--- config.mk ---
export PLATFORM = sky130hd
export DESIGN_NAME = adv_timer_b_ctrl
export DESIGN_NICKNAME = d
export VERILOG_FILES = /design/src/rtl/adv_timer_b_ctrl.sv
export SDC_FILE = /design/constraint.sdc
export NUM_CORES = 1
export LEC_CHECK = 0
export ABC_AREA = 1
export CAP_MARGIN = 20
export CORE_MARGIN = 10
export CORE_UTILIZATION = 43
export DETAILED_ROUTE_END_ITERATION = 16
export GPL_ROUTABILITY_DRIVEN = 0
export HOLD_SLACK_MARGIN = 0.05
export PLACE_DENSITY = 0.77
export SLEW_MARGIN = 20
export SYNTH_ARGS = -nofsm -noshare
export SYNTH_HDL_FRONTEND = slang
export SYNTH_SLANG_ARGS = --single-unit
--- constraint.sdc ---
create_clock -name clk_i -period 1.7 [get_ports clk_i]
set_clock_uncertainty 0.05 [all_clocks]
set_input_delay 0.34 -clock clk_i [delete_from_list [all_inputs] [get_ports clk_i]]
set_output_delay 0.34 -clock clk_i [all_outputs]
set_load 0.005 [all_outputs]
--- src/rtl/adv_timer_b_ctrl.sv ---
// adv_timer_b_ctrl
// Command controller for one advanced-timer counter. Requesters are served
// round-robin, one command per cycle, and the accepted command drives a
// small IDLE/ARMED/RUN machine. Threshold updates received while running are
// parked in a shadow and applied at the counter's end-of-period.
//
// Ports
//   clk_i, rstn_i        clock, synchronous active-low reset
//   req_valid_i          per-requester command valid
//   req_cmd_i            per-requester 3-bit command, slice i = [3i+2:3i]
//   req_lo_i, req_hi_i   per-requester threshold payload (UPDATE)
//   req_ready_o          one-hot grant (combinational), zero in reset
//   trig_i               start trigger, level-sampled while ARMED
//   cntr_eop_i           end-of-period pulse from the counter
//   cntr_en_o            counter enable (state == RUN)
//   cntr_clr_o           counter clear pulse
//   cntr_load_o          threshold load strobe
//   th_lo_o, th_hi_o     thresholds presented with cntr_load_o
//   state_o              0 IDLE, 1 ARMED, 2 RUN
//   pend_o               shadow update pending
//   err_o                illegal-command pulse
//
// state  | meaning
// IDLE   | counter stopped, thresholds load immediately
// ARMED  | waiting for trig_i (or START) to begin counting
// RUN    | counter enabled, updates go through the shadow
module adv_timer_b_ctrl #(
  parameter int N_REQ = 2,
  parameter int CNT_W = 16
) (
  input  logic                   clk_i,
  input  logic                   rstn_i,
  input  logic [N_REQ-1:0]       req_valid_i,
  input  logic [3*N_REQ-1:0]     req_cmd_i,
  input  logic [CNT_W*N_REQ-1:0] req_lo_i,
  input  logic [CNT_W*N_REQ-1:0] req_hi_i,
  output logic [N_REQ-1:0]       req_ready_o,
  input  logic                   trig_i,
  input  logic                   cntr_eop_i,
  output logic                   cntr_en_o,
  output logic                   cntr_clr_o,
  output logic                   cntr_load_o,
  output logic [CNT_W-1:0]       th_lo_o,
  output logic [CNT_W-1:0]       th_hi_o,
  output logic [1:0]             state_o,
  output logic                   pend_o,
  output logic                   err_o
);

  localparam int PTR_W = (N_REQ > 1) ? $clog2(N_REQ) : 1;

  typedef enum logic [1:0] {
    ST_IDLE  = 2'd0,
    ST_ARMED = 2'd1,
    ST_RUN   = 2'd2
  } state_e;

  localparam logic [2:0] CMD_START  = 3'd1;
  localparam logic [2:0] CMD_STOP   = 3'd2;
  localparam logic [2:0] CMD_UPDATE = 3'd3;
  localparam logic [2:0] CMD_RESET  = 3'd4;
  localparam logic [2:0] CMD_ARM    = 3'd5;

  state_e             state_q, state_d;
  logic [PTR_W-1:0]   ptr_q, ptr_d;
  logic [CNT_W-1:0]   sh_lo_q, sh_lo_d, sh_hi_q, sh_hi_d;
  logic [CNT_W-1:0]   th_lo_q, th_lo_d, th_hi_q, th_hi_d;
  logic               pend_q, pend_d;
  logic               en_q, en_d;
  logic               clr_q, clr_d;
  logic               load_q, load_d;
  logic               err_q, err_d;

  logic               grant_vld;
  logic [PTR_W-1:0]   grant_idx;
  logic [PTR_W:0]     idx_w;
  logic [2:0]         cmd_sel;
  logic [CNT_W-1:0]   lo_sel, hi_sel;
  logic               eop_apply;

  // Round-robin search starting at ptr_q; the wrap uses one extra bit so
  // non-power-of-two N_REQ works.
  always_comb begin
    req_ready_o = '0;
    grant_vld   = 1'b0;
    grant_idx   = '0;
    idx_w       = '0;
    for (int k = 0; k < N_REQ; k++) begin
      idx_w = {1'b0, ptr_q} + (PTR_W+1)'(k);
      if (idx_w >= (PTR_W+1)'(N_REQ)) idx_w = idx_w - (PTR_W+1)'(N_REQ);
      if (rstn_i && !grant_vld && req_valid_i[idx_w[PTR_W-1:0]]) begin
        grant_vld = 1'b1;
        grant_idx = idx_w[PTR_W-1:0];
      end
    end
    if (grant_vld) req_ready_o[grant_idx] = 1'b1;
  end

  always_comb begin
    cmd_sel = req_cmd_i[3*grant_idx +: 3];
    lo_sel  = req_lo_i[CNT_W*grant_idx +: CNT_W];
    hi_sel  = req_hi_i[CNT_W*grant_idx +: CNT_W];
    ptr_d   = ptr_q;
    if (grant_vld) begin
      if (grant_idx == PTR_W'(N_REQ-1)) ptr_d = '0;
      else                              ptr_d = grant_idx + 1'b1;
    end
  end

  // State register
  always_ff @(posedge clk_i) begin
    if (!rstn_i) begin
      state_q <= ST_IDLE;
      ptr_q   <= '0;
      sh_lo_q <= '0;
      sh_hi_q <= '0;
      th_lo_q <= '0;
      th_hi_q <= '0;
      pend_q  <= 1'b0;
      en_q    <= 1'b0;
      clr_q   <= 1'b0;
      load_q  <= 1'b0;
      err_q   <= 1'b0;
    end else begin
      state_q <= state_d;
      ptr_q   <= ptr_d;
      sh_lo_q <= sh_lo_d;
      sh_hi_q <= sh_hi_d;
      th_lo_q <= th_lo_d;
      th_hi_q <= th_hi_d;
      pend_q  <= pend_d;
      en_q    <= en_d;
      clr_q   <= clr_d;
      load_q  <= load_d;
      err_q   <= err_d;
    end
  end

  // Next state. In ARMED an accepted command beats the trigger, except that
  // NOP/ARM leave the trigger free to start the counter.
  always_comb begin
    state_d = state_q;
    if (grant_vld) begin
      unique case (cmd_sel)
        CMD_START: state_d = ST_RUN;
        CMD_STOP,
        CMD_RESET: state_d = ST_IDLE;
        CMD_ARM: begin
          if (state_q == ST_IDLE)                  state_d = ST_ARMED;
          else if (state_q == ST_ARMED && trig_i) state_d = ST_RUN;
        end
        3'd0: if (state_q == ST_ARMED && trig_i) state_d = ST_RUN;
        default: ;
      endcase
    end else if (state_q == ST_ARMED && trig_i) begin
      state_d = ST_RUN;
    end
  end

  // Registered outputs and shadow handling.
  always_comb begin
    eop_apply = (state_q == ST_RUN) && cntr_eop_i && pend_q;
    en_d      = (state_d == ST_RUN);
    clr_d     = grant_vld && (cmd_sel == CMD_RESET);
    err_d     = grant_vld && (cmd_sel[2:1] == 2'b11);
    load_d    = 1'b0;
    th_lo_d   = th_lo_q;
    th_hi_d   = th_hi_q;
    sh_lo_d   = sh_lo_q;
    sh_hi_d   = sh_hi_q;
    pend_d    = pend_q;
    if (grant_vld && cmd_sel == CMD_UPDATE) begin
      // New data at end-of-period wins over the stale shadow.
      if (state_q != ST_RUN || cntr_eop_i) begin
        load_d  = 1'b1;
        th_lo_d = lo_sel;
        th_hi_d = hi_sel;
        pend_d  = 1'b0;
      end else begin
        sh_lo_d = lo_sel;
        sh_hi_d = hi_sel;
        pend_d  = 1'b1;
      end
    end else if (grant_vld && cmd_sel == CMD_RESET) begin
      sh_lo_d = '0;
      sh_hi_d = '0;
      pend_d  = 1'b0;
    end else if (eop_apply || (grant_vld && cmd_sel == CMD_STOP && pend_q)) begin
      load_d  = 1'b1;
      th_lo_d = sh_lo_q;
      th_hi_d = sh_hi_q;
      pend_d  = 1'b0;
    end
  end

  assign state_o     = state_q;
  assign cntr_en_o   = en_q;
  assign cntr_clr_o  = clr_q;
  assign cntr_load_o = load_q;
  assign th_lo_o     = th_lo_q;
  assign th_hi_o     = th_hi_q;
  assign pend_o      = pend_q;
  assign err_o       = err_q;

endmodule

==> flow_summary.rst, run 1 <==
.. list-table::
   :header-rows: 1

   * - Metric
     - Value
   * - Post-detailed-placement half-perimeter wirelength
     - 8730 um
   * - Worst supply voltage drop on vdd
     - 0.492 mV
   * - Number of buffer and inverter instances along the worst setup path
     - 6
   * - Sinks on Clock Net
     - 72
   * - Grt ovf
     - 0
   * - Mean routed wirelength per cell
     - 17.9 um
   * - Most used standard cells in the synthesized netlist
     - sky130_fd_sc_hd__nand2_1 (219), sky130_fd_sc_hd__dfxtp_1 (72), sky130_fd_sc_hd__a21oi_1 (69), sky130_fd_sc_hd__nand3_1 (66), sky130_fd_sc_hd__inv_1 (46)
   * - Worst setup path startpoint
     - ptr_q
   * - DRT iter0 DRCs
     - 356
   * - Largest net degree at the start of global routing
     - 56
   * - GRT Util Overall
     - 0.227
   * - Remaining antenna violation count after routing
     - 0
   * - Unique cell type count in the Yosys netlist
     - 23
   * - Area taken by flip-flops and latches
     - 1450 um2
   * - DRT Wirelength
     - 15900 um
   * - Number of synthesis warnings
     - 0
   * - Routed vias
     - 4822
   * - Number of placement rows
     - 35
   * - Initial cell density of the core
     - 0.436
   * - Area share of xor/xnor cells in the synthesized design
     - 0
   * - Status
     - complete, but fails checks
   * - Synth Area in Compound Gates
     - 0.137
   * - Max-slew violation count
     - 0
   * - Clock period minus worst slack
     - 1.96 ns
   * - Dominant combinational cell family by area after synthesis
     - simple AND/OR/NAND/NOR gates
   * - Synth Area in Adders
     - 0
   * - Post-synthesis net count
     - 690
   * - Syn Area/Cell
     - 6.47 um2
   * - Delay of the slowest critical-path stage
     - 0.33 ns
   * - Basic-gate share of the synthesized area counting and, or, nand and nor cells
     - 0.383
   * - Worst-case headroom to the max-slew limit
     - 0.612
   * - Layout overhead on the synthesized area
     - 67.7%
   * - Share of final-layout standard cells stronger than drive strength 1
     - 0.262
   * - CP dominant cell by count
     - sky130_fd_sc_hd__buf_6
   * - Kind of launch point of the worst setup path
     - flip-flop
   * - Net count of the finished layout
     - 849
   * - Core occupancy in the finished layout
     - 0.732
   * - Cells traversed along the worst timing path
     - inv_2, nand2_4, buf_6, buf_6, nand3_2, nand2_2, nor2_2, nand3_2, nand2_4, buf_6, inv_4, buf_12, nand3_4, nand2_2, nor2_2
   * - Number of I/O port buffers
     - 116
   * - Area share of the largest cell type after synthesis
     - 0.363
   * - CTS Buf Count
     - 9
   * - Portion of netlist area occupied by mux cells
     - 0
   * - Largest delay contributor family on the critical path
     - simple AND/OR/NAND/NOR gates
   * - Vias in the first global route
     - 4873
   * - Number of vias per cell
     - 5.42
   * - Synth Cell Area
     - 3970 um2
   * - Most frequent cell after synthesis
     - sky130_fd_sc_hd__nand2_1
   * - Synthesized instance count
     - 614
   * - Failing checks
     - setup timing
   * - Maximum net fanout on the critical path
     - 15
   * - Core area
     - 9110 um2
   * - Count of filler cells inserted in the layout
     - 653
   * - Unrepaired setup endpoints after global routing
     - true
   * - Clock network latency to the later pin of the worst-skew pair
     - 0.35 ns
   * - Flip-flop and latch count after synthesis
     - 72
   * - Area occupied by multi-input gates
     - 2520 um2
   * - Setup violations, final
     - 66
   * - Arrival time reported for the critical path endpoint
     - 2.20 ns
   * - Antenna cells
     - 0
   * - CTS tree
     - yes
   * - PnR Total Power
     - 4.27 mW
   * - Actual transition at the worst max-transition pin
     - 0.582 ns
   * - Post-synth EDFFs
     - 0
   * - Max-cap viol count
     - 0
   * - Final Hold Violating Endpoints
     - 0
   * - Power density normalized to cell area
     - 640 nW/um2
   * - Clock transition at the registers of the reported paths
     - 0.08 ns
   * - Number of antenna violations at the first check in global routing
     - 0
   * - CTS root buf
     - sky130_fd_sc_hd__clkbuf_8
   * - Fin Hold WS
     - 0.427 ns
   * - 1st-pass router iterations
     - 5
   * - Die width
     - 116 um
   * - Largest cells by area after synthesis
     - sky130_fd_sc_hd__dfxtp_1 (36%), sky130_fd_sc_hd__nand2_1 (21%), sky130_fd_sc_hd__a21oi_1 (8.7%), sky130_fd_sc_hd__nand3_1 (8.3%), sky130_fd_sc_hd__inv_1 (4.3%)
   * - Final worst setup slack
     - -0.262 ns
   * - Cts-stage hold buffer count
     - 0
   * - Worst min-delay path category
     - flip-flop to flip-flop
   * - Floorplan die area
     - 13500 um2
   * - Crit share post-route
     - 1.15
   * - Hold Crit Start
     - sh_lo_q[5]
   * - Worst path slowest cell
     - sky130_fd_sc_hd__dfxtp_2
   * - Endpoint type of the worst setup path
     - flip-flop
   * - Num ports
     - 117
   * - Most common flop cell mapped by yosys
     - sky130_fd_sc_hd__dfxtp_1
   * - Number of DRC violations after detailed routing
     - 0
   * - Crit Path Class
     - flip-flop to flip-flop
   * - Longest Clk Path Bufs
     - 2
   * - Max Fclk
     - 0.510 GHz
   * - First-pass GRT wire length
     - 24300 um
   * - Cell type with the highest aggregate area in the netlist
     - sky130_fd_sc_hd__dfxtp_1
   * - Maximum level of the CTS H-tree
     - 3
   * - Reg2reg setup slack
     - -0.26 ns
   * - Worst r2r src
     - ptr_q
   * - Portion of the post-synthesis area used by sequential elements
     - 0.363
   * - Static power due to leakage
     - 2.97 nW
   * - Dpl ws
     - -0.632 ns
   * - Vertical die dimension
     - 116 um
   * - CP Data Required Time
     - 1.93 ns
   * - Async set or reset register ratio after synthesis
     - 0
## flip-flops by register name, summed over array words and instances, names as in the netlist
| name | flops |
|---|---|
| sh_hi_q | 16 |
| cntr_load_o | 1 |
| sh_lo_q | 16 |
| ptr_q | 1 |
| cntr_en_o | 1 |
| th_lo_o | 16 |
| th_hi_o | 16 |
| err_o | 1 |
| pend_o | 1 |
| state_o | 2 |
| cntr_clr_o | 1 |
## placed cells by master (no fill, tap or decap), drive strengths merged
cell and count:
nor3 1, nand4 2, buf 76, o21a 11, a21oi 69, nand3 77, clkinvlp 2, clkinv 4
nand3b 1, clkdlybuf4s15 2, dlymetal6s2s 4, clkbuf 11, clkdlybuf4s50 105, o21ai 22, dlygate4sd2 3, dfxtp 72
a21boi 1, nor2 41, inv 49, nand2 225
## logic make-up after synthesis
| kind of cell | after synthesis |
|---|---|
| buffers and inverters | 92 |
| AND/OR/NAND/NOR | 347 |
| AO/OA/AOI/OAI | 103 |
| flip-flops | 72 |
## where the power goes
part | internal (mW) | total [mW] | switching [mW]
Clock | 0.530 | 1.27 | 0.737
Sequential | 1.76 | 1.82 | 0.0515
Combinational | 0.610 | 1.18 | 0.573
## what timing repair did
item / in CTS / in global routing
gates resized for setup: 71 / 59
setup endpoints to repair: 71 / 76
gates cloned: 14 / 1
pin swaps: 13 / 31
buffers inserted: 24 / 2
## final cells by class
class	instances	area share
timing repair buffer	192	0.331
sequential	72	0.217
tap	111	0.0208
multi-input combinational	450	0.378
clock inverter	7	0.00713
inverter	48	0.0278
clock buffer	9	0.0186
## routing by layer
metal,track usage,routed length [um],up-vias
li1,-,-,2281
met1,0.242,5890,2217
met2,0.396,7720,270
met3,0.0704,1580,54
met4,0.118,735,0
met5,0,0,-
## through the flow
step | cell area [um2] | TNS [ns] | instances
6_report | 6670 | -10.79 | 889
5_1_grt | 6670 | -16.26 | 889
4_1_cts | 6560 | -8.87 | 893
3_5_place_dp | 5550 | -42.12 | 840
3_3_place_gp | 5550 | -38.71 | 840
2_1_floorplan | 4170 | 0 | 614
## worst paths after layout
kind	cells past startpoint	endpoint
setup reg to reg	15	th_hi_o[6]
hold reg to reg	1	sh_lo_q[5]
hold / removal	1	sh_lo_q[5]
setup / recovery	15	th_hi_o[6]
Power figures use the tool's default switching activity.
==> run 2, diff against run 1 <==
- CTS_CLUSTER_SIZE: unset -> 25
- SKIP_CTS_REPAIR_TIMING: unset -> 1
==> run 2 against run 1 <==
  * The flow still finishes with violations (setup timing)
  * Flip-flop and latch count stayed put
  * Via count decreased by 4.4%
  * Power is 2.8% lower
  * Die area unchanged
  * Clock-buffer cell count did not move
  * Critical path depth is 3 lower
  * Setup slack better by 0.11 ns
  * Critical path type unchanged
  * Largest power group unchanged
  * Highest routed layer unchanged
==> flow_summary.rst, run 2 (synthesis gave the netlist of run 1 again) <==
.. list-table::
   :header-rows: 1

   * - Metric
     - Value
   * - Vias in the first global route
     - 4140 (-15%)
   * - Clock network latency to the later pin of the worst-skew pair
     - 0.35 ns (about the same)
   * - Most frequent cells in the layout
     - sky130_fd_sc_hd__nand2_1 (212), sky130_fd_sc_hd__clkdlybuf4s50_1 (107), sky130_fd_sc_hd__dfxtp_1 (70)
   * - Clock transition at the registers of the reported paths
     - 0.08 ns (about the same)
   * - Antenna cells
     - 0 (unchanged)
   * - Count of filler cells inserted in the layout
     - 716 (+9.6%)
   * - Grt ovf
     - 0 (unchanged)
   * - Worst path slowest cell
     - sky130_fd_sc_hd__dfxtp_2
   * - Worst-case headroom to the max-slew limit
     - 0.632 (+0.0198)
   * - Initial cell density of the core
     - 0.436 (unchanged)
   * - Largest delay contributor family on the critical path
     - simple AND/OR/NAND/NOR gates
   * - Post-detailed-placement half-perimeter wirelength
     - 8730 um (unchanged)
   * - Max Fclk
     - 0.539 GHz (+5.8%)
   * - Largest net degree at the start of global routing
     - 65 (+16%)
   * - Cell Area, Placed
     - 5550 um2 (unchanged)
   * - Crit share post-route
     - 1.09 (-0.0633)
   * - Worst supply voltage drop on vdd
     - 0.426 mV (-13%)
   * - Remaining antenna violation count after routing
     - 0 (unchanged)
   * - Number of antenna violations at the first check in global routing
     - 0 (unchanged)
   * - Number of buffer and inverter instances along the worst setup path
     - 3 (-3)
   * - CP Data Required Time
     - 1.92 ns (about the same)
   * - Clock period minus worst slack
     - 1.85 ns (-0.108 ns)
   * - DRT Wirelength
     - 14400 um (-9.8%)
   * - Actual transition at the worst max-transition pin
     - 0.553 ns (-0.0297 ns)
   * - Max-cap viol count
     - 0 (unchanged)
   * - Kind of launch point of the worst setup path
     - flip-flop
   * - First-pass GRT wire length
     - 19000 um (-22%)
   * - Power density normalized to cell area
     - 655 nW/um2 (+2.4%)
   * - Worst min-delay path category
     - flip-flop to flip-flop
   * - 1st-pass router iterations
     - 4 (-1)
   * - Maximum level of the CTS H-tree
     - 3 (unchanged)
   * - Endpoint type of the worst setup path
     - flip-flop
   * - Longest Clk Path Bufs
     - 2 (unchanged)
   * - Final Hold Violating Endpoints
     - 0 (unchanged)
   * - Sinks on Clock Net
     - 72 (unchanged)
   * - Unrepaired setup endpoints after global routing
     - true
   * - Arrival time reported for the critical path endpoint
     - 2.08 ns (-0.12 ns)
   * - Routed vias
     - 4609 (-4.4%)
   * - CTS root buf
     - sky130_fd_sc_hd__clkbuf_8
   * - Cells traversed along the worst timing path
     - inv_2, nand2_4, nand2_4, buf_6, nand2_4, nand2_4, nor2_8, nand3_4, nand2_4, buf_12, o21ai_0, a21oi_1
   * - CP dominant cell by count
     - sky130_fd_sc_hd__nand2_4
   * - Maximum net fanout on the critical path
     - 32 (+17)
   * - Die width
     - 116 um (unchanged)
   * - Core area
     - 9110 um2 (unchanged)
   * - Number of I/O port buffers
     - 116 (unchanged)
   * - GRT Util Overall
     - 0.172 (-0.0552)
   * - Vertical die dimension
     - 116 um (unchanged)
   * - Max-slew violation count
     - 0 (unchanged)
   * - Finished Cell Area
     - 6320 um2 (-5.1%)
   * - DRT iter0 DRCs
     - 330 (-7.3%)
   * - Number of vias per cell
     - 5.26 (-3.1%)
   * - Delay of the slowest critical-path stage
     - 0.34 ns (about the same)
   * - Most common library cell in the layout ignoring fill and taps
     - sky130_fd_sc_hd__nand2_1
   * - CTS Buf Count
     - 9 (unchanged)
   * - Static power due to leakage
     - 2.89 nW (-2.9%)
   * - Floorplan die area
     - 13500 um2 (unchanged)
   * - Net count of the finished layout
     - 837 (-1.4%)
   * - Final worst setup slack
     - -0.155 ns (+0.108 ns)
   * - Crit Path Class
     - flip-flop to flip-flop
   * - Number of DRC violations after detailed routing
     - 0 (unchanged)
   * - CTS tree
     - yes
   * - Failing checks
     - setup timing
   * - Status
     - complete, but fails checks
   * - Core occupancy in the finished layout
     - 0.694 (-0.0374)
   * - Mean routed wirelength per cell
     - 16.4 um (-8.6%)
   * - Layout overhead on the synthesized area
     - 59.2%
   * - Num ports
     - 117 (unchanged)
   * - Number of placement rows
     - 35 (unchanged)
   * - Setup violations, final
     - 66 (unchanged)
   * - Share of final-layout standard cells stronger than drive strength 1
     - 0.211 (-0.0507)
==> run 2: cell types whose count changed in the layout (fill, tap and decap cells not counted), sizes merged <==
cell and change:
buf -21, clkbuf +10, dlygate4sd2 -3, clkdlybuf4s15 -2, clkdlybuf4s50 +2, dlymetal6s2s +2, clkinvlp +1, inv -1
==> run 2: routing by layer <==
metal / GRT usage / vias to the layer above / share of wire
met4: 0.0459 / 0 / 0.015
li1: - / 2255 / -
met3: 0.0606 / 21 / 0.088
met1: 0.198 / 2132 / 0.40
met2: 0.295 / 201 / 0.50
met5: 0 / - / 0
==> run 2: where the power goes <==
group	internal (mW)	switching (mW)
sequential	1.76	0.0468
combinational	0.564	0.522
clock	0.530	0.719
total	2.86	1.29
==> run 2: worst reg2reg max path: stages (launching register included) <==
cell and delay (ns):
sky130_fd_sc_hd__dfxtp_2 0.34, sky130_fd_sc_hd__inv_2 0.04, sky130_fd_sc_hd__nand2_4 0.08, sky130_fd_sc_hd__nand2_4 0.08, sky130_fd_sc_hd__buf_6 0.13, sky130_fd_sc_hd__nand2_4 0.06, sky130_fd_sc_hd__nand2_4 0.08, sky130_fd_sc_hd__nor2_8 0.18
sky130_fd_sc_hd__nand3_4 0.10, sky130_fd_sc_hd__nand2_4 0.14, sky130_fd_sc_hd__buf_12 0.19, sky130_fd_sc_hd__o21ai_0 0.13, sky130_fd_sc_hd__a21oi_1 0.19
==> run 2: worst paths after layout <==
check	from	to	slack [ns]	cells after the start
setup / recovery	ptr_q	sh_lo_q[4]	-0.15	12
hold / removal	sh_hi_q[10]	sh_hi_q[10]	0.42	1
setup reg to reg	ptr_q	sh_lo_q[4]	-0.15	12
hold reg to reg	sh_hi_q[10]	sh_hi_q[10]	0.42	1
==> run 2: through the flow <==
| stage | setup slack [ns] | power [mW] | std cells | setup TNS [ns] | hold WS (ns) |
|---|---|---|---|---|---|
| after floorplan | 0.00377 | 2.34 | 614 | 0 | 0.391 |
| after global placement | -0.575 | 2.74 | 840 | -38.71 | 0.396 |
| after detailed placement | -0.632 | 2.77 | 840 | -42.12 | 0.404 |
| after CTS | -0.576 | 3.96 | 856 | -16.59 | 0.422 |
| after global routing | -0.263 | 4.31 | 877 | -12.44 | 0.442 |
| final | -0.155 | 4.15 | 877 | -6.55 | 0.422 |
==> run 2: area by class of cell <==
class,instances,area [um2],area share
inverters,48,194,0.0307
flip-flops and latches,72,1440,0.228
repair buffers,180,2020,0.320
clock buffers,9,124,0.0196
clock inverters,7,47.5,0.00752
well taps,111,139,0.0220
multi-input cells,450,2350,0.372
==> run 3, diff against run 2 <==
- CTS_CLUSTER_SIZE: 25 -> 8
==> results of run 3 <==
The final DEF is identical to that of run 2; final timing and power are the same.
